$ cat src/rtl/rtl_settings_pkg.sv
// Shared widths, command/compare bundles and the pattern LFSR step
// used by transmit_block and compare_block.
package rtl_settings_pkg;

  localparam int AMM_ADDR_W  = 31;
  localparam int AMM_DATA_W  = 128;
  localparam int AMM_BURST_W = 11;

  typedef enum logic {
    WRITE = 1'b0,
    READ  = 1'b1
  } op_t;

  typedef enum logic {
    FIX_DATA = 1'b0,
    RND_DATA = 1'b1
  } data_mode_t;

  typedef struct packed {
    op_t                    op;
    logic [AMM_ADDR_W-1:0]  start_addr;
    logic [AMM_BURST_W-1:0] words_count;
    data_mode_t             data_mode;
    logic [7:0]             data_ptrn;
  } trans_struct_t;

  typedef struct packed {
    logic [AMM_ADDR_W-1:0]  start_addr;
    logic [AMM_BURST_W-1:0] words_count;
    data_mode_t             data_mode;
    logic [7:0]             data_ptrn;
  } cmp_struct_t;

  function automatic logic [7:0] ptrn_next(input logic [7:0] p);
    return {p[6:0], p[6] ^ p[1] ^ p[0]};
  endfunction

endpackage

$ cat src/rtl/ptrn_gen.sv
// Byte pattern register: loads a seed, steps the LFSR on demand,
// and replicates the current byte across the data bus.
module ptrn_gen
  import rtl_settings_pkg::*;
(
  input  logic                  clk_i,
  input  logic                  rst_i,
  input  logic                  load_i,
  input  logic [7:0]            seed_i,
  input  logic                  adv_i,
  output logic [AMM_DATA_W-1:0] data_o
);

  logic [7:0] ptrn;

  // Load wins over advance; they never coincide in practice.
  always_ff @(posedge clk_i or posedge rst_i) begin
    if (rst_i) begin
      ptrn <= '0;
    end else if (load_i) begin
      ptrn <= seed_i;
    end else if (adv_i) begin
      ptrn <= ptrn_next(ptrn);
    end
  end

  assign data_o = {(AMM_DATA_W/8){ptrn}};

endmodule

$ cat src/rtl/transmit_block.sv
// Avalon-MM burst master: turns test commands into write/read bursts
// and hands read descriptors to compare_block.
module transmit_block
  import rtl_settings_pkg::*;
(
  input  logic                    clk_i,
  input  logic                    rst_i,
  input  logic                    test_start_i,
  input  logic                    cmd_valid_i,
  input  trans_struct_t           cmd_i,
  output logic                    cmd_ready_o,
  output logic [AMM_ADDR_W-1:0]   address_o,
  output logic                    read_o,
  output logic                    write_o,
  output logic [AMM_BURST_W-1:0]  burstcount_o,
  output logic [AMM_DATA_W-1:0]   writedata_o,
  output logic [AMM_DATA_W/8-1:0] byteenable_o,
  input  logic                    waitrequest_i,
  input  logic                    cmp_ready_i,
  input  logic                    cmp_error_i,
  output logic                    cmp_en_o,
  output cmp_struct_t             cmp_struct_o,
  output logic                    busy_o
);

  typedef enum logic [1:0] {
    IDLE_S,
    WRITE_S,
    RD_WAIT_S,
    READ_S
  } state_t;

  state_t                 state;
  logic                   err_lock;
  logic [AMM_BURST_W-1:0] beat_cnt;
  cmp_struct_t            cap;
  logic                   accept;
  logic                   beat_ok;

  assign cmd_ready_o  = (state == IDLE_S) && !err_lock && !test_start_i;
  assign accept       = cmd_ready_o && cmd_valid_i;
  assign beat_ok      = write_o && !waitrequest_i;
  assign byteenable_o = '1;

  ptrn_gen u_ptrn (
    .clk_i  (clk_i),
    .rst_i  (rst_i),
    .load_i (accept),
    .seed_i (cmd_i.data_ptrn),
    .adv_i  (beat_ok && (cap.data_mode == RND_DATA)),
    .data_o (writedata_o)
  );

  // Error lock: restart beats a simultaneous error.
  always_ff @(posedge clk_i or posedge rst_i) begin
    if (rst_i) begin
      err_lock <= 1'b0;
    end else if (test_start_i) begin
      err_lock <= 1'b0;
    end else if (cmp_error_i) begin
      err_lock <= 1'b1;
    end
  end

  // Burst FSM with registered Avalon and compare outputs.
  always_ff @(posedge clk_i or posedge rst_i) begin
    if (rst_i) begin
      state        <= IDLE_S;
      read_o       <= 1'b0;
      write_o      <= 1'b0;
      cmp_en_o     <= 1'b0;
      busy_o       <= 1'b0;
      address_o    <= '0;
      burstcount_o <= '0;
      beat_cnt     <= '0;
      cap          <= '0;
      cmp_struct_o <= '0;
    end else begin
      cmp_en_o <= 1'b0;
      unique case (state)
        IDLE_S: begin
          if (accept) begin
            cap.start_addr  <= cmd_i.start_addr;
            cap.words_count <= cmd_i.words_count;
            cap.data_mode   <= cmd_i.data_mode;
            cap.data_ptrn   <= cmd_i.data_ptrn;
            beat_cnt        <= cmd_i.words_count;
            address_o       <= cmd_i.start_addr;
            burstcount_o    <= cmd_i.words_count + AMM_BURST_W'(1);
            busy_o          <= 1'b1;
            if (cmd_i.op == WRITE) begin
              write_o <= 1'b1;
              state   <= WRITE_S;
            end else begin
              state <= RD_WAIT_S;
            end
          end
        end
        WRITE_S: begin
          if (!waitrequest_i) begin
            if (beat_cnt == '0) begin
              write_o <= 1'b0;
              busy_o  <= 1'b0;
              state   <= IDLE_S;
            end else begin
              beat_cnt <= beat_cnt - AMM_BURST_W'(1);
            end
          end
        end
        RD_WAIT_S: begin
          if (err_lock) begin
            busy_o <= 1'b0;
            state  <= IDLE_S;
          end else if (cmp_ready_i) begin
            read_o <= 1'b1;
            state  <= READ_S;
          end
        end
        READ_S: begin
          if (!waitrequest_i) begin
            read_o       <= 1'b0;
            cmp_en_o     <= 1'b1;
            cmp_struct_o <= cap;
            busy_o       <= 1'b0;
            state        <= IDLE_S;
          end
        end
        default: state <= IDLE_S;
      endcase
    end
  end

endmodule

$ cat config.mk
export PLATFORM = sky130hd
export DESIGN_NAME = transmit_block
export DESIGN_NICKNAME = d
export VERILOG_FILES = /design/src/rtl/rtl_settings_pkg.sv /design/src/rtl/ptrn_gen.sv /design/src/rtl/transmit_block.sv
export SDC_FILE = /design/constraint.sdc
export NUM_CORES = 1
export LEC_CHECK = 0
export BUFFER_PORTS_ARGS = -buffer_cell sky130_fd_sc_hd__buf_2
export CAP_MARGIN = 20
export CORE_UTILIZATION = 40
export DETAILED_ROUTE_END_ITERATION = 8
export GPL_TIMING_DRIVEN = 0
export PLACE_DENSITY = 0.8
export RECOVER_POWER = 100
export SYNTH_ARGS = -nofsm -noshare
export SYNTH_HDL_FRONTEND = slang
export SYNTH_SLANG_ARGS = --single-unit
$ cat constraint.sdc
create_clock -name clk_i -period 3.7 [get_ports clk_i]
set_input_delay 0.185 -clock clk_i [delete_from_list [all_inputs] [get_ports clk_i]]
set_output_delay 0.185 -clock clk_i [all_outputs]
set_load 0.005 [all_outputs]
# == After elaboration in Yosys (flattened, before gate mapping) ==
# Index checks and enable logic that the tools add are counted.
# word_totals
reg_bits,139
# op_classes
addsub,2
eq_ne,13
n_mux,30
bitwise_logic,3
n_reduce_logical,21
# ops
op,count
$mux 11,3
$pmux 11 s2,1
$ne 2x2->1 const B,9
$mux 8,2
$reduce_and 5->1,3
$mux 2,7
$mux 1,13
$add 11x1->11 const B,1
$logic_not 11->1,1
$sub 11x1->11 const B,1
$pmux 2 s4,1
$reduce_and 4->1,2
$reduce_bool 2->1,4
$logic_and 1x1->1,5
$eq 2x2->1 const B,2
$pmux 1 s2,2
$pmux 1 s4,1
$reduce_and 2->1,2
$logic_not 1->1,3
$ne 3x3->1 const B,1
$eq 2x1->1 const B,1
$logic_not 2->1,1
$xor 1x1->1,2
$not 1->1,1

# == Logic depth before layout (Yosys ltp) ==
# logic_depth
word_depth,6
mapped_depth,7

# == Cells and area by module ==
# A second synthesis with hierarchy kept.
# unflattened
hier_cells,710
area_unflattened_um2,7113.1
# by_module_without_submodules
mod,instances,cells_each,area_per_inst_um2,seq_area_each_um2
transmit_block,1,551,5788.1,3278.1
ptrn_gen,1,159,1325.0,200.2

# == Least setup slack after synthesis ==
# Ideal clock, no wire load.
# synth_path
path_kind,flip-flop to flip-flop
start,register beat_cnt[0]
end,register state[0]
setup_time_ns,0.131
t_arrival_ns,1.953
required_ns,3.569
slack_ns,1.616
path_stages_with_launch,8
path_buffers,1
synth_period_minus_slack_ns,2.084
cell_sequence,dfrtp_1 inv_1 ha_1 or4b_4 nor4_4 buf_6 nor2_2 or3_1
# synth_via
elab_chain_len,3
# synth_lines
element,line_no,text
"start, declared",transmit_block.sv:35,logic [AMM_BURST_W-1:0] beat_cnt;
"start signal, assigned",transmit_block.sv:87,beat_cnt <= cmd_i.words_count;
"start signal, assigned",transmit_block.sv:106,beat_cnt <= beat_cnt - AMM_BURST_W'(1);
$logic_not 11->1,transmit_block.sv:101,if (beat_cnt == '0) begin
$ne 2x2->1 (no source line),n/a,
$reduce_and 5->1 (no source line),n/a,
"end signal, assigned",transmit_block.sv:104,state <= IDLE_S;
"end signal, assigned",transmit_block.sv:113,state <= IDLE_S;
"end signal, assigned",transmit_block.sv:116,state <= READ_S;
"end, declared",transmit_block.sv:33,state_t state;
# Every way passes these cells.
# A chain may end at the register's enable or synchronous reset.

# == Worst setup path after layout ==
# Ends and elaborated chain as after synthesis.

==> key figures <==
Timing
  • Final Cycle Share: 0.766
  • Final setup viols: 0
  • Max-slew violations: 0
  • Final Critical Period: ~2.8 ns
  • Worst slew pin tran: about 1.4 ns
  • Relative slew slack: 0.0365
  • RSZ-0062 raised after global routing: false
  • Clock Skews: 0.00382 ns
  • Final Hold Vio Count: 0
  • Max frequency: 0.353 GHz
  • Setup TNS: 0 ns
  • Hold Slack: 0.0195 ns

Die
  • Core area: 17200 µm²
  • FP Rows: 48
  • I/O pin count: 301
  • Initial Util: 0.407
  • Chip height: 134 µm
  • Die width: 134 µm
  • Die area: 18100 µm²

Yosys
  • Cells after synthesis: 805
  • Register area share after synthesis: 0.496
  • Synthesized flop and latch total: 139
  • Warnings from Yosys: 0
  • Mapped cell area: 7020 µm²
  • Main synth FF type: dfrtp_1
  • EDFF count, synth: 0
  • Syn Area/Cell: slightly below 9 µm²
  • Cell variety after synth: 49
  • Synth async-reset ratio: 1.00

Layout
  • # diodes: 0
  • Layout cell share with drive strength beyond 1: 0.364
  • Nets: approximately 1.2k
  • FF+latch area: 3480 µm²
  • Filler cells: 1518
  • Area Growth Syn to Fin: 39.8%
  • Area of the multi-input gates: between 2000 and 2500 µm²

Setup path
  • WS Path Type: reg2reg
  • Worst Setup End Kind: register
  • Crit path largest cell delay: 0.57 ns
  • CP Max Fanout: 10
  • Worst path cell trace: inv_1 -> ha_1 -> or4b_1 -> nor4_1 -> clkbuf_1 -> nor2_2 -> or3_1
  • Worst Setup SP: beat_cnt[0]
  • Crit path launch type: register
  • Crit path DAT: 3.13 ns
  • Slowest cell on the critical path: or4b_1
  • Crit Reg-Reg Startpoint: beat_cnt[0]
  • Critical Path RT: 3.99 ns
  • Reg2reg setup slack: between 0.8 and 0.9 ns

Clocking
  • CTS Root Cell: clkbuf_16
  • CTS Sinks: between 100 and 150
  • CTS resizes: 0
  • Worst skew pair latency: 0.41 ns
  • TritonCTS clock tree: yes
  • H-tree depth: 4
  • CTS Buf Count: 17
  • Maximum clock path buffer count: 2
  • CTS clk-pin slew, worst paths: 0.06 ns

Routing
  • Vias: 6386
  • Antenna-violating nets left: 0
  • Vias per cell: 4.55
  • Wire length per cell: about 14 µm
  • Final WL: between 15000 and 20000 µm
  • 1st-iter DRT viols: ~350
  • # DRC: 4
  • Drt first pass iters: 9

Power
  • PwrDens: around 730 nW/µm²
  • Total power: 7.14 mW
  • Leakage: roughly 5.5 nW
  • Max VDD drop: 0.000378 V

GRT
  • Total GRT Usage: 0.215
  • First-pass GRT wire length: roughly 30000 µm
  • Initial antenna violation count: 0
  • Largest net degree at the start of global routing: 33
  • Total gr overflow: 0
  • Vias in the first global route: 5939

Outcome
  • Failing checks: design-rule violations
  • Status: finished, violations left

Hold path
  • Hold crit path type: in2reg
  • Hold Path Origin: cmd_i[1]

Placement
  • DP Wirelength: 13800 µm
  • IO Port Bufs: about 280
  • Gpl congestion: 0.932

Job
  • MaxCap Viol Count: 0
[what timing repair did]
action | in CTS | in global routing
setup buffers | 0 | 0
endpoints found under the hold margin | 67 | 0
hold buffers | 41 | 0
[worst paths after layout]
| kind | end | depth (start not counted) |
|---|---|---|
| worst max-delay path | state[0] | 7 |
| worst min-delay path | cap[1] | 3 |
| worst max register to register | state[0] | 7 |
| worst min register to register | cmp_struct_o[1] | 2 |
| max in group asynchronous | cmp_struct_o[43] | 4 |
| min in group asynchronous | cmp_struct_o[44] | 3 |
[placed cells by master (no fill, tap or decap), drive strengths merged, types with 5 or more instances in the layout]
cell type,instances
dlygate4sd3,41
nor2,13
o21ai,22
nand2,324
inv,8
nor3,9
o22ai,7
clkbuf,262
xor2,5
a221oi,6
conb,16
xnor2,6
mux2i,8
dfrtp,139
a21oi,7
buf,247
[layout make-up]
type / instances / area share
Inverter: 10 / 0.00395
Sequential cell: 139 / 0.355
Tap cell: 225 / 0.0287
Multi-Input combinational cell: 472 / 0.220
Timing Repair Buffer: 328 / 0.185
Clock inverter: 9 / 0.0161
Clock buffer: 23 / 0.0518
Buffer: 199 / 0.140
[cells in the mapped netlist (2+ instances only)]
library cell | instances | area, µm²
nor2_1 | 12 | 45.0
nand3b_1 | 2 | 15.0
nand2b_1 | 3 | 18.8
nand3_1 | 3 | 15.0
nor2b_1 | 3 | 18.8
xor2_1 | 5 | 43.8
nand2_1 | 324 | 1220
nand4_1 | 4 | 25.0
a21oi_1 | 7 | 35.0
o22a_1 | 2 | 17.5
a211oi_1 | 2 | 15.0
or3_1 | 4 | 25.0
nor3_1 | 9 | 45.0
xnor2_1 | 6 | 52.6
a2bb2oi_1 | 2 | 17.5
mux2i_1 | 8 | 80.1
buf_4 | 167 | 1250
o22ai_1 | 7 | 43.8
ha_1 | 2 | 25.0
o21ai_0 | 22 | 110
buf_1 | 5 | 18.8
inv_1 | 9 | 33.8
a221oi_1 | 6 | 52.6
clkbuf_1 | 24 | 90.1
dfrtp_1 | 139 | 3480
buf_2 | 2 | 10.0
or4_1 | 2 | 15.0
and2_1 | 2 | 12.5
a31oi_1 | 2 | 12.5
[state kept, by name, indices dropped and copies added (netlist names)]
signal	flops
beat_cnt	11
burstcount_o	11
busy_o	1
cap	51
cmp_en_o	1
cmp_struct_o	51
err_lock	1
read_o	1
state	2
u_ptrn.ptrn	8
write_o	1
[per-layer routing]
| layer | vias to the layer above | GRT usage | wire (µm) |
|---|---|---|---|
| met2 | 211 | 0.366 | 9950 |
| met3 | 42 | 0.0446 | 846 |
| met4 | 0 | 0.0911 | 616 |
| li1 | 3100 | - | - |
| met1 | 3033 | 0.263 | 8090 |
| met5 | - | 0 | 0 |
[critical path, delay by kind of cell (launching register included)]
family / cells / cell delay (ns)
adder cells (fa/ha/maj): 1 / 0.21
buffers and inverters: 2 / 0.51
flip-flops: 1 / 0.43
AND/OR/NAND/NOR: 4 / 1.56
[cell families after synthesis]
logic type,count (synthesis),synth area share
AO/OA/AOI/OAI,58,0.0530
XOR/XNOR,11,0.0137
adder cells (fa/ha/maj),2,0.00357
buffers and inverters,209,0.203
flip-flops,139,0.496
multiplexers,9,0.0130
other,1,0.000534
AND/OR/NAND/NOR,376,0.218
[through the flow]
step | setup WS [ns] | area [µm²] | utilization | std cells
3_5_place_dp | 1.42 | 8850 | 0.514 | 1332
4_1_cts | 1.37 | 9930 | 0.576 | 1405
5_1_grt | 0.644 | 9810 | 0.569 | 1405
6_report | 0.866 | 9810 | 0.569 | 1405
2_1_floorplan | 1.62 | 7080 | - | 820
3_3_place_gp | 0.849 | 8770 | 0.509 | 1328
[power breakdown]
part | switching (mW) | total [mW] | internal, mW | leakage, nW
logic | 1.05 | 2.73 | 1.68 | 3.35
registers | 0.502 | 2.54 | 2.04 | 1.81
clock network | 0.640 | 1.88 | 1.24 | 0.322
No activity file was read; power rests on OpenSTA's default activity.
